File: src/rtl/gpio_cfg_shifter_if.sv
// Signal bundle between the pad-config shifter, its register file and the GPIO control chain.
// The master modport is the shifter side; slave is the register-file / chain side.
interface gpio_cfg_shifter_if #(
  parameter int CFG_BITS = 13
);
  logic                start;
  logic [CFG_BITS-1:0] cfg_word;
  logic [5:0]          cfg_idx;
  logic                busy;
  logic                done;
  logic                serial_clock;
  logic                serial_data;
  logic                serial_load;

  modport master (
    input  start, cfg_word,
    output cfg_idx, busy, done, serial_clock, serial_data, serial_load
  );

  modport slave (
    output start, cfg_word,
    input  cfg_idx, busy, done, serial_clock, serial_data, serial_load
  );
endinterface

File: src/rtl/gpio_cfg_shifter.sv
// Serialises NPADS pad configuration words (highest pad first, MSB first) into the GPIO control chain.
// Optional macro GPIO_CFG_SHIFTER_LOAD_CNT_EN adds a saturating count of completed transfers (load_count).
module gpio_cfg_shifter #(
  parameter int NPADS    = 38,
  parameter int CFG_BITS = 13,
  parameter int CLK_DIV  = 2
) (
  input  logic               wb_clk_i,
  input  logic               wb_rst_i,
  gpio_cfg_shifter_if.master bus
`ifdef GPIO_CFG_SHIFTER_LOAD_CNT_EN
  ,
  output logic [7:0]         load_count
`endif
);

  typedef enum logic [2:0] {IDLE, FETCH, SHIFT, LOAD, DONE} state_t;

  localparam logic [5:0] LAST_PAD  = 6'(NPADS - 1);
  localparam logic [4:0] LAST_BIT  = 5'(CFG_BITS - 1);
  localparam logic [8:0] SLOT_LAST = 9'(2 * CLK_DIV - 1);
  localparam logic [8:0] HALF      = 9'(CLK_DIV);
  localparam logic [8:0] LOAD_LAST = 9'(CLK_DIV - 1);

  state_t              state, state_nxt;
  logic [5:0]          cfg_idx, cfg_idx_nxt;
  logic [8:0]          div_cnt, div_cnt_nxt;
  logic [4:0]          bit_cnt, bit_cnt_nxt;
  logic [CFG_BITS-1:0] shreg, shreg_nxt;
  logic                data_q;
  logic                busy, done, sclk, sdata, sload;

  // data_q remembers the last driven serial_data so FETCH can hold it between words
  always_ff @(posedge wb_clk_i) begin
    if (wb_rst_i) begin
      state   <= IDLE;
      cfg_idx <= '0;
      div_cnt <= '0;
      bit_cnt <= '0;
      shreg   <= '0;
      data_q  <= 1'b0;
    end else begin
      state   <= state_nxt;
      cfg_idx <= cfg_idx_nxt;
      div_cnt <= div_cnt_nxt;
      bit_cnt <= bit_cnt_nxt;
      shreg   <= shreg_nxt;
      data_q  <= sdata;
    end
  end

  always_comb begin
    state_nxt   = state;
    cfg_idx_nxt = cfg_idx;
    div_cnt_nxt = div_cnt;
    bit_cnt_nxt = bit_cnt;
    shreg_nxt   = shreg;
    busy        = 1'b0;
    done        = 1'b0;
    sclk        = 1'b0;
    sdata       = 1'b0;
    sload       = 1'b0;
    unique case (state)
      IDLE: begin
        if (bus.start) begin
          state_nxt   = FETCH;
          cfg_idx_nxt = LAST_PAD;
          div_cnt_nxt = '0;
          bit_cnt_nxt = '0;
        end
      end
      FETCH: begin
        busy        = 1'b1;
        sdata       = data_q;
        shreg_nxt   = bus.cfg_word;
        div_cnt_nxt = '0;
        bit_cnt_nxt = '0;
        state_nxt   = SHIFT;
      end
      // one bit slot: CLK_DIV cycles low then CLK_DIV high, data held for the whole slot
      SHIFT: begin
        busy  = 1'b1;
        sclk  = (div_cnt >= HALF);
        sdata = shreg[CFG_BITS-1];
        if (div_cnt == SLOT_LAST) begin
          div_cnt_nxt = '0;
          shreg_nxt   = shreg << 1;
          if (bit_cnt == LAST_BIT) begin
            bit_cnt_nxt = '0;
            if (cfg_idx == 6'd0) begin
              state_nxt = LOAD;
            end else begin
              state_nxt   = FETCH;
              cfg_idx_nxt = cfg_idx - 6'd1;
            end
          end else begin
            bit_cnt_nxt = bit_cnt + 5'd1;
          end
        end else begin
          div_cnt_nxt = div_cnt + 9'd1;
        end
      end
      LOAD: begin
        busy  = 1'b1;
        sload = 1'b1;
        if (div_cnt == LOAD_LAST) begin
          div_cnt_nxt = '0;
          state_nxt   = DONE;
        end else begin
          div_cnt_nxt = div_cnt + 9'd1;
        end
      end
      DONE: begin
        done      = 1'b1;
        state_nxt = IDLE;
      end
      default: state_nxt = IDLE;
    endcase
  end

  assign bus.cfg_idx      = cfg_idx;
  assign bus.busy         = busy;
  assign bus.done         = done;
  assign bus.serial_clock = sclk;
  assign bus.serial_data  = sdata;
  assign bus.serial_load  = sload;

`ifdef GPIO_CFG_SHIFTER_LOAD_CNT_EN
  always_ff @(posedge wb_clk_i) begin
    if (wb_rst_i) begin
      load_count <= '0;
    end else if (state == DONE && load_count != 8'hFF) begin
      load_count <= load_count + 8'd1;
    end
  end
`endif

endmodule

File: src/flat_wrapper.sv
// flat-port wrapper written by rule: the top's interface ports become plain ports
module gpio_cfg_shifter_flat 
#(
  parameter int NPADS    = 38,
  parameter int CFG_BITS = 13,
  parameter int CLK_DIV  = 2
)
  (wb_clk_i, wb_rst_i, bus_start, bus_cfg_word, bus_cfg_idx, bus_busy, bus_done, bus_serial_clock, bus_serial_data, bus_serial_load);
  gpio_cfg_shifter_if #(.CFG_BITS(CFG_BITS)) bus_i ();
  input  logic wb_clk_i;
  input  logic wb_rst_i;
  input wire logic [$bits(bus_i.start)-1:0] bus_start;
  input wire logic [$bits(bus_i.cfg_word)-1:0] bus_cfg_word;
  output wire logic [$bits(bus_i.cfg_idx)-1:0] bus_cfg_idx;
  output wire logic [$bits(bus_i.busy)-1:0] bus_busy;
  output wire logic [$bits(bus_i.done)-1:0] bus_done;
  output wire logic [$bits(bus_i.serial_clock)-1:0] bus_serial_clock;
  output wire logic [$bits(bus_i.serial_data)-1:0] bus_serial_data;
  output wire logic [$bits(bus_i.serial_load)-1:0] bus_serial_load;
  assign bus_i.start = bus_start;
  assign bus_i.cfg_word = bus_cfg_word;
  assign bus_cfg_idx = bus_i.cfg_idx;
  assign bus_busy = bus_i.busy;
  assign bus_done = bus_i.done;
  assign bus_serial_clock = bus_i.serial_clock;
  assign bus_serial_data = bus_i.serial_data;
  assign bus_serial_load = bus_i.serial_load;
  gpio_cfg_shifter #(.NPADS(NPADS), .CFG_BITS(CFG_BITS), .CLK_DIV(CLK_DIV)) u_core (.wb_clk_i(wb_clk_i), .wb_rst_i(wb_rst_i), .bus(bus_i));
endmodule
File: config.mk
export PLATFORM = sky130hd
export DESIGN_NAME = gpio_cfg_shifter_flat
export DESIGN_NICKNAME = d
export VERILOG_FILES = /design/src/rtl/gpio_cfg_shifter_if.sv /design/src/rtl/gpio_cfg_shifter.sv /design/src/flat_wrapper.sv
export SDC_FILE = /design/constraint.sdc
export NUM_CORES = 1
export LEC_CHECK = 0
export BUFFER_PORTS_ARGS = -buffer_cell sky130_fd_sc_hd__buf_2
export CAP_MARGIN = 20
export CELL_PAD_IN_SITES_DETAIL_PLACEMENT = 1
export CELL_PAD_IN_SITES_GLOBAL_PLACEMENT = 1
export CORE_MARGIN = 8
export CORE_UTILIZATION = 45
export CTS_CLUSTER_SIZE = 14
export DETAILED_ROUTE_END_ITERATION = 7
export PLACE_DENSITY_LB_ADDON = 0.15
export SYNTH_ARGS = -nofsm -noshare
export SYNTH_HDL_FRONTEND = slang
export SYNTH_SLANG_ARGS = --single-unit
File: constraint.sdc
create_clock -name wb_clk_i -period 4.8 [get_ports wb_clk_i]
set_clock_uncertainty 0.1 [all_clocks]
set_input_delay 0.72 -clock wb_clk_i [delete_from_list [all_inputs] [get_ports wb_clk_i]]
set_output_delay 0.72 -clock wb_clk_i [all_outputs]
set_load 0.03 [all_outputs]
# ---- After elaboration in Yosys (flattened, before gate mapping)
# Index checks and enable logic that the tools add are counted.
dict set report totals {
  register_bits 37
  inputBits 16
  output_inout_bits 11
  wordCells 60
}
dict set report classes {
  addsub 3
  magnitude_cmp 1
  eq_ne 12
  muxes 26
  reduce_logical 12
}
# operator count
set op_table {}
lappend op_table {{9-bit one-hot mux with 4 select lines} 1}
lappend op_table {{9-bit 2-to-1 mux} 3}
lappend op_table {{13-bit one-hot mux with 2 select lines} 1}
lappend op_table {{6-bit 2-to-1 mux} 4}
lappend op_table {{5-bit 2-to-1 mux} 3}
lappend op_table {{5-bit one-hot mux with 3 select lines} 1}
lappend op_table {{13-bit 2-to-1 mux} 1}
lappend op_table {{3-bit 2-to-1 mux} 4}
lappend op_table {{3-bit one-hot mux with 4 select lines} 1}
lappend op_table {{6-bit one-hot mux with 2 select lines} 1}
lappend op_table {{9-bit by 1-bit adder with 9-bit output (second input constant)} 1}
lappend op_table {{9-bit by 1-bit equality test with 1-bit output (second input constant)} 1}
lappend op_table {{9-bit by 2-bit equality test with 1-bit output (second input constant)} 1}
lappend op_table {{9-bit by 2-bit greater-or-equal comparator with 1-bit output (second input constant)} 1}
lappend op_table {{3-bit by 2-bit equality test with 1-bit output (second input constant)} 2}
lappend op_table {{6-bit logical NOT} 1}
lappend op_table {{2-bit by 1-bit != test with 1-bit output (second input constant)} 3}
lappend op_table {{6-bit by 1-bit subtractor with 6-bit output (second input constant)} 1}
lappend op_table {{5-bit by 1-bit adder with 5-bit output (second input constant)} 1}
lappend op_table {{5-bit by 4-bit equality test with 1-bit output (second input constant)} 1}
lappend op_table {{5-bit AND reduction} 1}
lappend op_table {{1-bit 2-to-1 mux} 4}
lappend op_table {{2-bit != test (second input constant)} 2}
lappend op_table {{2-bit AND reduction} 2}
lappend op_table {{other kinds (11)} 12}

# ---- Depth between registers and ports, before layout
# Gate-level depths: netlist of run 1.
dict set report depth {
  word_depth 5
  mapped_depth 7
  depth_no_buf 7
}

# ---- Worst setup path after synthesis of run 1
# OpenSTA, ideal clock, no wires.
dict set report synth_path {
  path_kind {register -> output}
  startpoint {reg u_core.state[0]}
  endpoint {out bus_serial_clock}
  arrival_time_ns 1.584
  slack_ns 2.396
  path_stages_with_launch 5
  path_buffers 2
  cell_sequence {dfxtp_1 -> or3b_1 -> buf_6 -> clkbuf_1 -> a31oi_1}
}
dict set report synth_via {
  elab_chain_cells 2
}
# item line_no
set synth_lines {}
lappend synth_lines {{start: declaration} gpio_cfg_shifter.sv:25} ;# state_t state, state_nxt;
lappend synth_lines {{start signal: assignment} gpio_cfg_shifter.sv:43} ;# state <= state_nxt;
lappend synth_lines {{3-bit by 2-bit equality test with 1-bit output} gpio_cfg_shifter.sv:63} ;# unique case (state)
lappend synth_lines {{1-bit 2-to-1 mux} gpio_cfg_shifter.sv:63}
lappend synth_lines {{end: declaration} flat_wrapper.sv:17} ;# output wire logic [$bits(bus_i.serial_clock)-1:0] bus_serial_clock;
# Every way passes these cells.

# ---- Worst setup path in the final report of run 1
dict set report layout_path {
  startpoint {reg u_core.state[1]}
  endpoint {out bus_serial_clock}
}
# The elaborated chain is that of the path after synthesis.

==> results of run 1 <==
==> cells in the mapped netlist (2+ instances only) <==
cell	instances	area share, %
dfxtp_1	37	38
nor2_1	35	6.8
nand2_1	32	6.2
a311oi_1	17	7.7
inv_1	10	1.9
a21oi_1	7	1.8
ha_1	7	4.5
nor3_1	6	1.6
xnor2_1	6	2.7
a31oi_1	5	1.6
nand3_1	5	1.3
xor2_1	5	2.3
clkbuf_1	4	0.77
and3_1	3	0.97
buf_2	3	0.77
nand4_1	3	0.97
nor2b_1	3	0.97
nor3b_1	3	1.2
o21ai_0	3	0.77
a21o_1	2	0.77
and2_1	2	0.65
nand2b_1	2	0.65
nor4_1	2	0.65
nor4_4	2	2.2
o31ai_1	2	0.77
or3_1	2	0.65
or3b_1	2	0.90
==> critical path: stages (launching register included) <==
cell	delay (ns)
dfxtp_1	0.55
or3b_1	0.73
a31oi_1	0.27
buf_2	0.23
==> where the power goes <==
part / internal [mW] / switching [mW]
Sequential: 0.362 / 0.0538
Clock: 0.169 / 0.120
Combinational: 0.136 / 0.255
Total: 0.667 / 0.429
==> sequential cells by signal, indices dropped and copies added, names as in the netlist <==
signal	cells
u_core.shreg	13
u_core.div_cnt	9
u_core.bus.cfg_idx	6
u_core.bit_cnt	5
u_core.state	3
u_core.data_q	1
==> placed cells by master, fill, tap and decap left out, types with 3 or more instances in the layout <==
cell / instances
a21oi_1: 7
a311oi_1: 17
a31oi_1: 5
and3_1: 3
buf_2: 26
clkbuf_8: 6
dfxtp_1: 37
ha_1: 7
inv_1: 10
nand2_1: 32
nand3_1: 5
nand4_1: 3
nor2_1: 35
nor2b_1: 3
nor3_1: 6
nor3b_1: 3
o21ai_0: 3
xnor2_1: 6
xor2_1: 5
==> logic make-up (layout without fill, tap and decap cells) <==
family / after synthesis / count (layout) / synth area share, %
AND/OR/NAND/NOR: 110 / 110 / 29.5
buffers and inverters: 20 / 45 / 4.65
AO/OA/AOI/OAI: 44 / 44 / 18.2
XOR/XNOR: 11 / 11 / 4.97
adder cells (fa/ha/maj): 7 / 7 / 4.52
flip-flops: 37 / 37 / 38.2
==> layout make-up <==
type,count,area (sq um),share of cell area (%)
Tap cell,52,65.1,2.95
Multi-Input combinational cell,172,1110,50.1
Clock buffer,6,82.6,3.74
Clock inverter,2,37.5,1.70
Inverter,10,37.5,1.70
Timing Repair Buffer,27,138,6.24
Sequential cell,37,741,33.6
==> worst paths after layout <==
kind                            to  depth (start not counted)  slack (ns)
setup / recovery  bus_serial_clock                          3        1.91
hold / removal     u_core.shreg[3]                          2        0.38
setup reg to reg   u_core.shreg[1]                          4        2.33
hold reg to reg    u_core.shreg[3]                          2        0.38
==> metal layers <==
layer  global-route usage [%]  vias to the layer above  part of all wire (%)
met5                        0                        -                     0
met4                     4.74                        0                   1.1
met3                     4.05                        5                   3.2
met2                     24.7                       15                    47
met1                     19.9                      811                    48
li1                         -                      858                     -
==> flow_summary.ini, run 1 <==
[outcome]
status = finished, final reports clean

[placement]
dpl_cell_area_sq_mm = 0.00209
dp_cells = 298
place_ws_ns = 2.22
dpl.hpwl_mm = 3.42
globalplace.congestion = 0.788
io_buffers = 26

[sta]
hold_viol = 0
period_share_pct = 60.3
fmax_mhz = 346
tns_ns = 0
setup_viol = 0
rsz0062_at_grt = no
min_period_ns = 2.89
maxSlewHeadroom_pct = 48.3
slew_violations = 0
worstMarginPinSlew_ns = 0.775
timing.hold.ws_ns = 0.375
worst_slack_ns = 1.91

[yosys]
netlist_area_sq_mm = 0.00194
synth_edf_count = 0
syn-num-nets = 252
synth.avg_cell_area_sq_um = 8.46
syn_inst = 229
synthArstFlopShare_pct = 0
synth-main-ff-cell = dfxtp_1
synth-warning-count = 0
synth_seq_cells = 37
yosysSeqAreaShare_pct = 38.2
synth.distinct_cells = 46

[die]
fp.dieW_um = 81.6
fp.dieH_um = 81.6
ios = 27
dieArea_sq_mm = 0.00666
initial_core_util_pct = 45.4
row_count = 24
coreArea_sq_mm = 0.00426

[setup_path]
crit_start = u_core.state[1]
r2r-start = u_core.state[1]
critPathCaptureType = primary output
crit_fanout = 19
crit_arrival_ns = 2.07
path_class = reg2out
cp-start-kind = flop
cp.required_ns = 3.98

[hold_path]
hp-class = reg2reg
hold_start = u_core.shreg[2]

[global_route]
grt_pass1_wl_mm = 8.09
grt_max_degree = 29
antenna_found_initial = 0
grtUsageTotal_pct = 15.4
grt_pass1_vias = 1700
overflow = 0

[routing]
drc = 0
first_iter_violations = 155
wire_per_inst_um = 15.6
postRouteAntennaNets = 0
vias = 1689
first_pass_iters = 4
drt-total-wl_mm = 4.79
vias_per_cell = 5.52

[power_and_ir_drop]
power.leakage_nw = 0.837
vdd_drop_max_mv = 0.161
fin_total_pwr_mw = 1.10
p_per_area_mw_per_mm2 = 497

[clock_network]
clkLatencyLatePin_ns = 0.30
cts_max_path_buffers = 2
cts.sinks = 37
post_cts_buffers = 0
cts_made_buffers = 5
post_cts_resized = 0
h-tree-depth = 2
postCtsHoldBufs = 0
cts_tree = done
clockRootBuffer = clkbuf_8
clk_pin_slew_ns = 0.08

[cells_and_area]
fin_util_pct = 51.8
postLayoutCellArea_sq_mm = 0.00221
antenna_cells = 0
fin_cells = 306
drive_above_1_share_pct = 17.3
nets = 276
nFillCells = 558
area_growth_pct = 14.0

[flow_run]
maxCapViolations = 0
Note: power is estimated with default switching activity, not from simulation.
==> run 2, diff against run 1 <==
Settings changed: CORE_UTILIZATION 45 to 42.
Clock period 4.8 ns to 3 ns, I/O delays scaled along.
==> run 2 against run 1 <==
Against the previous run: clock power increased by 18%; sequential cell count unchanged; largest power group unchanged; cell count unchanged; setup slack got worse by 1.5 ns; global-route usage decreased by 1.7 points; critical endpoint unchanged.
==> flow_summary.ini, run 2 (synthesized netlist as in run 1, its figures left out) <==
[outcome]
status = finished, final reports clean

[die]
initial_core_util_pct = 43.9
fp.dieW_um = 83.9
fp.dieH_um = 83.9
row_count = 24
coreArea_sq_mm = 0.00441
ios = 27
dieArea_sq_mm = 0.00704

[setup_path]
r2r-start = u_core.state[1]
crit_arrival_ns = 2.07
r2r-end = u_core.shreg[9]
cpPeakStageDelay_ns = 0.72
crit_fanout = 19
crit_chain = or3b_1, a31oi_1, buf_2
reg2regPathDepth = 4
cp-start-kind = flop
critical-path-top-delay-family = simple AND/OR/NAND/NOR gates
cp.required_ns = 2.45
crit_buf_inv = 1
path_class = reg2out
critPathCaptureType = primary output
rrSetupSlack_ns = 0.54
crit_slowest_cell = or3b_1
crit_start = u_core.state[1]

[sta]
fmax_mhz = 382
setup_viol = 0
min_period_ns = 2.62
rsz0062_at_grt = no
tns_ns = 0
period_share_pct = 87.2
maxSlewHeadroom_pct = 49.4
worstMarginPinSlew_ns = 0.759
worst_slack_ns = 0.383
slew_violations = 0
hold_viol = 0

[placement]
dp_cells = 298
dpl.hpwl_mm = 3.54
io_buffers = 26
globalplace.congestion = 0.816
place_ws_ns = 0.555

[global_route]
antenna_found_initial = 0
overflow = 0
grt_max_degree = 29
grt_pass1_vias = 1719
grtUsageTotal_pct = 13.7
grt_pass1_wl_mm = 8.16

[hold_path]
worstHoldEndpoint = u_core.shreg[10]
hp-class = in2reg
holdPathStages = 3
hold_start = bus_cfg_word[10]

[clock_network]
cts_made_buffers = 5
cts_max_path_buffers = 2
clockRootBuffer = clkbuf_8
post_cts_resized = 0
cts.sinks = 37
postCtsHoldBufs = 0
post_cts_buffers = 0
clkLatencyLatePin_ns = 0.29
clk_pin_slew_ns = 0.08
cts_tree = done
h-tree-depth = 2

[routing]
vias_per_cell = 5.46
first_iter_violations = 92
drt-total-wl_mm = 4.81
first_pass_iters = 4
vias = 1671
postRouteAntennaNets = 0
wire_per_inst_um = 15.7
drc = 0

[power_and_ir_drop]
p_per_area_mw_per_mm2 = 750
vdd_drop_max_mv = 0.390
power.leakage_nw = 0.824

[cells_and_area]
layout_commonest_cell = dfxtp_1
seq_area_sq_um = 741
largest_reg_flops = 13
nets = 276
final_cell_mix = 37 x dfxtp_1, 35 x nor2_1, 32 x nand2_1, 26 x buf_2, 17 x a311oi_1
regMostFlops = u_core.shreg
nFillCells = 560
antenna_cells = 0
area_growth_pct = 12.0
reg.largest.list = u_core.shreg: 13 flops, u_core.div_cnt: 9 flops, u_core.bus.cfg_idx: 6 flops
multiInputGateArea_sq_mm = 0.00111
fin_cells = 306
drive_above_1_share_pct = 16.9

[flow_run]
maxCapViolations = 0
-- run 2: cell count changes in the layout (fill, tap and decap cells not counted) --
cell / previous run / this run
clkbuf_8: 6 / 5
clkbuf_1: 0 / 1
bufinv_16: 1 / 0
clkinv_2: 0 / 2
clkinvlp_4: 1 / 0
-- run 2: final cells by class --
cell class                 count  share of cell area [%]
clock buffer                   6                    3.34
clock inverter                 2                   0.461
inverter                      10                    1.73
multi-input combinational    172                    51.0
sequential                    37                    34.1
tap                           52                    3.00
timing repair buffer          27                    6.34
-- run 2: through the flow --
| step | utilization, % | hold slack, ns | total power, mW | area (sq um) |
|---|---|---|---|---|
| floorplan | - | 0.355 | 1.15 | 1940 |
| global placement | 47.3 | 0.370 | 1.28 | 2090 |
| detailed placement | 47.3 | 0.374 | 1.30 | 2090 |
| CTS | 49.1 | 0.317 | 1.65 | 2170 |
| global route | 49.1 | 0.332 | 1.74 | 2170 |
| finish | 49.1 | 0.325 | 1.63 | 2170 |
-- run 2: worst max-delay path by stage --
stage,slack (ns),cells after the start,endpoint
after floorplan,0.87,4,bus_serial_clock
after global placement,0.63,5,u_core.div_cnt[1]
after detailed placement,0.55,4,u_core.shreg[9]
after CTS,0.36,3,bus_serial_clock
after global routing,0.20,3,bus_serial_clock
final,0.38,3,bus_serial_clock
-- run 2: worst reg2reg max path, delay by kind of cell, from the launching register on --
family	cells	cell delay (ns)
AO/OA/AOI/OAI	2	0.91
flip-flops	1	0.53
AND/OR/NAND/NOR	2	0.81
-- run 2: layer usage --
metal	track usage (%)	part of all wire, %	vias to the layer above
met2	22.1	45	21
met5	0	0	-
li1	-	-	860
met4	4.55	1.2	0
met1	16.7	49	783
met3	4.49	4.4	7
-- run 2: power by group --
part           internal (mW)  leakage (nW)  total, mW  switching, mW
Sequential             0.580         0.301      0.668         0.0874
Clock                  0.161        0.0450      0.340          0.179
Combinational          0.216         0.478      0.620          0.404
Total                  0.958         0.824       1.63          0.670
